`src/rtl/writeback_unit.sv`:
```
// Single-entry writeback stage: selects the result, holds it until the register
// file accepts it, and mirrors it on the forwarding bus. WB_PERF_CNT_EN adds retire/stall counters.
module writeback_lane #(
  parameter int LANE_W = 32
) (
  input  logic [1:0]        src,
  input  logic [LANE_W-1:0] alu,
  input  logic [LANE_W-1:0] ld,
  input  logic [LANE_W-1:0] link,
  input  logic [LANE_W-1:0] imm,
  output logic [LANE_W-1:0] sel
);
  always_comb begin
    sel = alu;
    case (src)
      2'b00: sel = alu;
      2'b01: sel = ld;
      2'b10: sel = link;
      2'b11: sel = imm;
      default: sel = alu;
    endcase
  end
endmodule

module writeback_unit #(
  parameter int DATA_W = 128,
  parameter int LANES  = 4,
  parameter int PC_W   = 32,
  parameter int ADDR_W = 4
) (
  input  logic              clk,
  input  logic              rst_n,
  input  logic              in_valid,
  output logic              in_ready,
  input  logic              flush,
  input  logic [1:0]        result_src,
  input  logic [DATA_W-1:0] alu_result,
  input  logic [DATA_W-1:0] read_result,
  input  logic [PC_W-1:0]   pc_plus_4,
  input  logic [DATA_W-1:0] imm_ext,
  input  logic [ADDR_W-1:0] rd_addr,
  input  logic              reg_write,
  input  logic [LANES-1:0]  lane_mask,
  input  logic              rf_ready,
  output logic              rf_we,
  output logic [ADDR_W-1:0] rf_waddr,
  output logic [DATA_W-1:0] rf_wdata,
  output logic [LANES-1:0]  rf_wmask,
  output logic              fwd_valid,
  output logic [ADDR_W-1:0] fwd_addr,
  output logic [DATA_W-1:0] fwd_data
`ifdef WB_PERF_CNT_EN
  ,
  output logic [31:0]       retired_cnt,
  output logic [31:0]       stall_cnt
`endif
);
  localparam int LANE_W = DATA_W / LANES;

  if (DATA_W % LANES != 0) begin : g_bad_cfg
    $error("writeback_unit: DATA_W must be divisible by LANES");
  end

  logic                          valid_q, we_q;
  logic [ADDR_W-1:0]             addr_q;
  logic [LANES-1:0][LANE_W-1:0]  data_q;
  logic [LANES-1:0]              mask_q;

  logic [DATA_W-1:0]             link_ext;
  logic [LANES-1:0][LANE_W-1:0]  sel_data;
  logic [LANES-1:0]              eff_mask;
  logic                          acc_we, leave, accept;

  assign link_ext = DATA_W'(pc_plus_4);

  for (genvar l = 0; l < LANES; l++) begin : g_lane
    writeback_lane #(.LANE_W(LANE_W)) u_lane (
      .src  (result_src),
      .alu  (alu_result[l*LANE_W +: LANE_W]),
      .ld   (read_result[l*LANE_W +: LANE_W]),
      .link (link_ext[l*LANE_W +: LANE_W]),
      .imm  (imm_ext[l*LANE_W +: LANE_W]),
      .sel  (sel_data[l])
    );
  end

  // Link values only ever carry a scalar, so they land in lane 0 alone.
  assign eff_mask = (result_src == 2'b10) ? LANES'(1) : lane_mask;
  assign acc_we   = reg_write && (|rd_addr) && (|eff_mask);

  assign leave    = valid_q && (!we_q || rf_ready);
  assign in_ready = !valid_q || leave;
  assign accept   = in_valid && in_ready && !flush;

  always_ff @(posedge clk) begin
    if (!rst_n) begin
      valid_q <= 1'b0;
      we_q    <= 1'b0;
      addr_q  <= '0;
      data_q  <= '0;
      mask_q  <= '0;
    end else if (flush) begin
      valid_q <= 1'b0;
    end else if (accept) begin
      valid_q <= 1'b1;
      we_q    <= acc_we;
      addr_q  <= rd_addr;
      data_q  <= sel_data;
      mask_q  <= eff_mask;
    end else if (leave) begin
      valid_q <= 1'b0;
    end
  end

  assign rf_we     = valid_q && we_q;
  assign rf_waddr  = addr_q;
  assign rf_wdata  = data_q;
  assign rf_wmask  = mask_q;
  assign fwd_valid = rf_we;
  assign fwd_addr  = addr_q;
  assign fwd_data  = data_q;

`ifdef WB_PERF_CNT_EN
  always_ff @(posedge clk) begin
    if (!rst_n) begin
      retired_cnt <= '0;
      stall_cnt   <= '0;
    end else begin
      if (leave) retired_cnt <= retired_cnt + 32'd1;
      if (rf_we && !rf_ready) stall_cnt <= stall_cnt + 32'd1;
    end
  end
`endif
endmodule

```
`config.mk`:
```
export PLATFORM = sky130hd
export DESIGN_NAME = writeback_unit
export DESIGN_NICKNAME = d
export VERILOG_FILES = /design/src/rtl/writeback_unit.sv
export SDC_FILE = /design/constraint.sdc
export NUM_CORES = 1
export LEC_CHECK = 0
export ABC_CLOCK_PERIOD_IN_PS = 1700
export CAP_MARGIN = 0
export CORE_AREA = 4 4 274 276
export CTS_CLUSTER_SIZE = 12
export DETAILED_ROUTE_END_ITERATION = 16
export DIE_AREA = 0 0 278 280
export DONT_BUFFER_PORTS = 1
export PLACE_DENSITY = 0.31
export RECOVER_POWER = 25
export SYNTH_ARGS = -nofsm -noshare
export SYNTH_HDL_FRONTEND = slang
export SYNTH_SLANG_ARGS = --single-unit
```
`constraint.sdc`:
```
create_clock -name clk -period 1.7 [get_ports clk]
set_input_delay 0.34 -clock clk [delete_from_list [all_inputs] [get_ports clk]]
set_output_delay 0.34 -clock clk [all_outputs]
set_load 0.01 [all_outputs]
```
Word-level counts from Yosys, hierarchy flattened:

Index checks and enable logic that the tools add are counted.

* bits of input ports: 432
* register bits: 138
* logic and storage cells: 37

* muxes and demuxes: 7
* reductions and logical operators: 17
* bitwise operators: 2
* equality and inequality tests: 3

Operators with widths (count)
* case mux 32 bit (4 select lines): 4
* OR reduction 4 bit: 2
* logical AND 1 bit: 6
* equality test 2 bit (second input constant): 2
* two-way mux 4 bit: 1
* logical NOT 1 bit: 3
* equality test 2 x 1 -> 1 bit (second input constant): 1
* logical NOT 2 bit: 1
* logical OR 1 bit: 2
* two-way mux 1 bit: 2
* NOT 1 bit: 2
* AND reduction 2 bit: 1
* nonzero test 2 bit: 1
* OR reduction 2 bit: 1

Longest topological paths before layout:

* depth in word-level cells: 7
* mapped depth: 6

Cells and area by module:

From an unflattened synthesis, not the netlist that was laid out.

* cell total of the unflattened synthesis: 926
* area total of the unflattened synthesis: 9874.5 µm²

By module, submodules not included
* writeback_unit: area each 6616.3 µm², instances 1, cells each 770
* writeback_lane: area each 814.5 µm², instances 4, cells each 39

Least setup slack after synthesis:

Ideal clock, no wire load.

* path type: input-to-reg
* from: in result_src[0]
* to: reg data_q (netlist bit fwd_data[0])
* stages on the path: 4
* slack: 168 ps
* required time: 1583 ps
* data arrival time: 1415 ps
* cell sequence: buf_2 -> buf_2 -> mux4_2 -> o2bb2ai_1

* longest elaborated chain between the ends: 2
* elaborated cells on any way between the ends: 5
* classes of those cells: eq/ne: 3; mux: 1; reduce/logical: 1

Ends and longest elaborated chain
* from (decl): line 36 `input logic [1:0] result_src,`
* equality test 2 bit, or another cell as far along: line 15 `case (src)`
* case mux 32 bit (4 select lines) *: line 15
* to (signal assigned): line 108 `data_q <= sel_data;`
* to (decl): line 66 `logic [LANES-1:0][LANE_W-1:0] data_q;`

Every way passes the cells marked *; elsewhere a longest branch is shown, timed or not.
A chain may end at the register's enable or synchronous reset.

Worst setup path in the final report:

* from: reg we_q
* to: out in_ready

* longest elaborated chain between the ends: 4

Ends and longest elaborated chain
* from (decl): line 64 `logic valid_q, we_q;`
* from (signal assigned): line 106 `we_q <= acc_we;`
* logical NOT 1 bit: line 91 `assign leave = valid_q && (!we_q || rf_ready);`
* logical OR 1 bit: line 91
* logical AND 1 bit: line 91
* logical OR 1 bit: line 92 `assign in_ready = !valid_q || leave;`
* to (decl): line 34 `output logic in_ready,`

Every way passes these cells.

==> flow_summary.toml <==
[global_routing]
grt_pass1_wl_um = 52300
grt_pass1_vias = 7055
grtUsageTotal_pct = 9.25
antenna_found_initial = 18
grt_overflow = 0
grt_max_degree = 131

[synth]
ys_types = 32
ys_warn_count = 0
synth_most_common_cell = "buf_4"
synth_top_area_cell = "dfxtp_1"
syn_area_mm2 = 0.00902
synth_commonest_cells = "buf_4 (145), dfxtp_1 (138), a21oi_1 (104)"
yosys-top-cells-area = "dfxtp_1 (31%), buf_4 (12%), a211oi_2 (10%), mux2_1 (9.2%), a22oi_1 (8.0%)"
yosysSeqAreaShare_pct = 30.6
synth_cells = 887
synth-edff-count = 0
async_flop_share_pct = 0
synth_top_area_share_pct = 30.6
ys_seq_elements = 138
synth_nets = 1319
syn_avg_cell_area_um2 = 10.2
yosys_most_used_dff = "dfxtp_1"

[sta]
slew_viol_final = 0
finalSetupViolations = 0
fin_skew_ns = 0.0159
rsz0062_at_grt = "true"
slew-limit-headroom_pct = 63.5
max_freq_ghz = 0.610
fin_tns_setup_ns = 0
final.period_utilization_pct = 96.4
worst_pin_slew_ns = 0.543
hold_viol = 0
min_period_ns = 1.64

[hold_path]
whs_path_depth = 2
hold_start = "alu_result[97]"
hold_class = "primary input to register"
holdPathEnd = "fwd_data[97]$_SDFFE_PN0P_"

[detailed_routing]
routedWlPerCell_um = 22.0
drt_pass1_iterations = 4
avgViaCountPerCell = 3.92
ant_nets = 0
routed_wl_um = 37900
drcViolationCount = 0
drt_iter0_drc = 310
vias = 6742

[final_layout]
fillCellCount = 8213
finalNetCount = 1171
drive_above_1_share_pct = 29.0
fin_area_mm2 = 0.0101
area_growth_pct = 12.3
final_cells = 1721

[worst_setup_path]
criticalPathCategory = "register to output pin"
worstSetupEndpointType = "output pin"
cp_max_fo = 7
worstPathRequired_ns = 1.36
rr_startpoint = "we_q$_SDFFE_PN0P_"
r2r_cells = 6
r2r_end = "fwd_data[49]$_SDFFE_PN0P_"
r2r_slack_ns = 0.09
cp.arrival_ns = 1.30
worstSetupStartpointType = "register"

[placed_design]
place_congestion = 0.764
place_inst = 1663
dpl.hpwl_um = 28300
portBuffers = 0
post_dp_cell_area_mm2 = 0.00927

[floorplanning]
core_mm2 = 0.0726
fp-row-count = 99
initial_core_util_pct = 12.4
die-area_mm2 = 0.0778
num_io_pins = 703
fp.dieH_um = 280
fp.dieW_um = 278

[clocking]
cts.htree.levels = 4
cts_buffer_depth = 2
cts-root-buf = "clkbuf_16"
cts_tree = "done"
cts_sinks = 138
path_clk_slew_ns = 0.07
numCtsBuffers = 17
clock_latency_ns = 0.47

[power]
leakagePower_nw = 3.08
p_per_area_mw_per_mm2 = 902
ir_drop_uv = 568

[status]
outcome = "finished clean"

[flow_run]
drv_cap = 0
==> metrics by stage <==
stage	power (W)	worst slack [ns]	hold WS [ns]	util [%]
finish	0.00915	0.0607	0.146	14.0
floorplan	0.00521	0.168	0.419	-
global route	0.00969	-0.0611	0.0963	14.0
global placement	0.00525	0.146	0.424	12.8
CTS	0.00947	-0.0334	0.0846	13.9
detailed placement	0.00525	0.139	0.423	12.8
==> per-layer routing <==
metal	vias to the layer above	GRT usage [%]	share of wire (%)
li1	2965	-	-
met1	3255	10.0	37
met2	448	15.5	50
met3	64	4.24	9.4
met4	10	4.24	3.2
met5	-	0	0.18
==> how the worst max path moves through the flow <==
stage	from	end	cells after the start
after floorplan	result_src[0]	fwd_data[0]$_SDFFE_PN0P_	4
after global placement	we_q$_SDFFE_PN0P_	fwd_data[103]$_SDFFE_PN0P_	5
after detailed placement	we_q$_SDFFE_PN0P_	fwd_data[99]$_SDFFE_PN0P_	5
after CTS	we_q$_SDFFE_PN0P_	in_ready	3
after global routing	we_q$_SDFFE_PN0P_	fwd_data[106]$_SDFFE_PN0P_	6
final	we_q$_SDFFE_PN0P_	in_ready	3
==> power breakdown <==
group | leakage, nW | switching, W | internal, W
logic | 1.67 | 0.000625 | 0.000667
clock network | 0.273 | 0.00176 | 0.00219
registers | 1.14 | 0.000458 | 0.00344
==> area by class of cell <==
type,instances,area (um2),area share (%)
Sequential cell,138,2770,27.3
Inverter,3,23.8,0.235
Clock inverter,14,161,1.59
Timing Repair Buffer,61,791,7.80
Antenna cell,10,25.0,0.247
Tap cell,959,1200,11.8
Clock buffer,18,429,4.23
Multi-Input combinational cell,518,4740,46.8
==> sequential cells by signal, indices dropped and copies added, names as in the netlist <==
| signal | count |
|---|---|
| rf_wmask | 4 |
| fwd_addr | 4 |
| fwd_data | 128 |
| valid_q | 1 |
| we_q | 1 |
==> cell families after synthesis <==
kind of cell    after synthesis  share of synthesized area, %
compound gates              339                          29.7
mux                         128                          20.0
buf+inv                     231                          17.1
simple gates                 51                          2.63
flops                       138                          30.6
==> placed cells by master, fill, tap and decap left out, drive strengths merged <==
cell,count
nor3,3
nand2b,2
nand4,3
clkbuf,18
mux4,32
bufinv,2
o21ai,7
bufbuf,3
nor2,3
diode,10
clkinvlp,5
o41ai,1
a21oi,104
a22oi,96
buf,48
o2bb2ai,33
and3b,1
inv,9
a211oi,96
nand3,4
nor2b,1
and2,1
mux2,96
nand2,33
dlygate4sd3,10
clkinv,1
a31oi,1
a311oi,1
dfxtp,138
==> critical path, stage by stage, from the launching register on <==
cell	delay [ns]
dfxtp_4	0.38
and3b_2	0.26
inv_8	0.04
buf_16	0.15
==> what timing repair did <==
action / in CTS / in global routing
pin swaps: 1 / 0
gates cloned: 3 / 0
buffers inserted: 2 / 0
gates resized for setup: 6 / 0
endpoints found under the setup margin: 2 / 38
hold buffers: 11 / 0
hold endpoints to repair: 41 / 0
No activity file was read; power rests on OpenSTA's default activity.
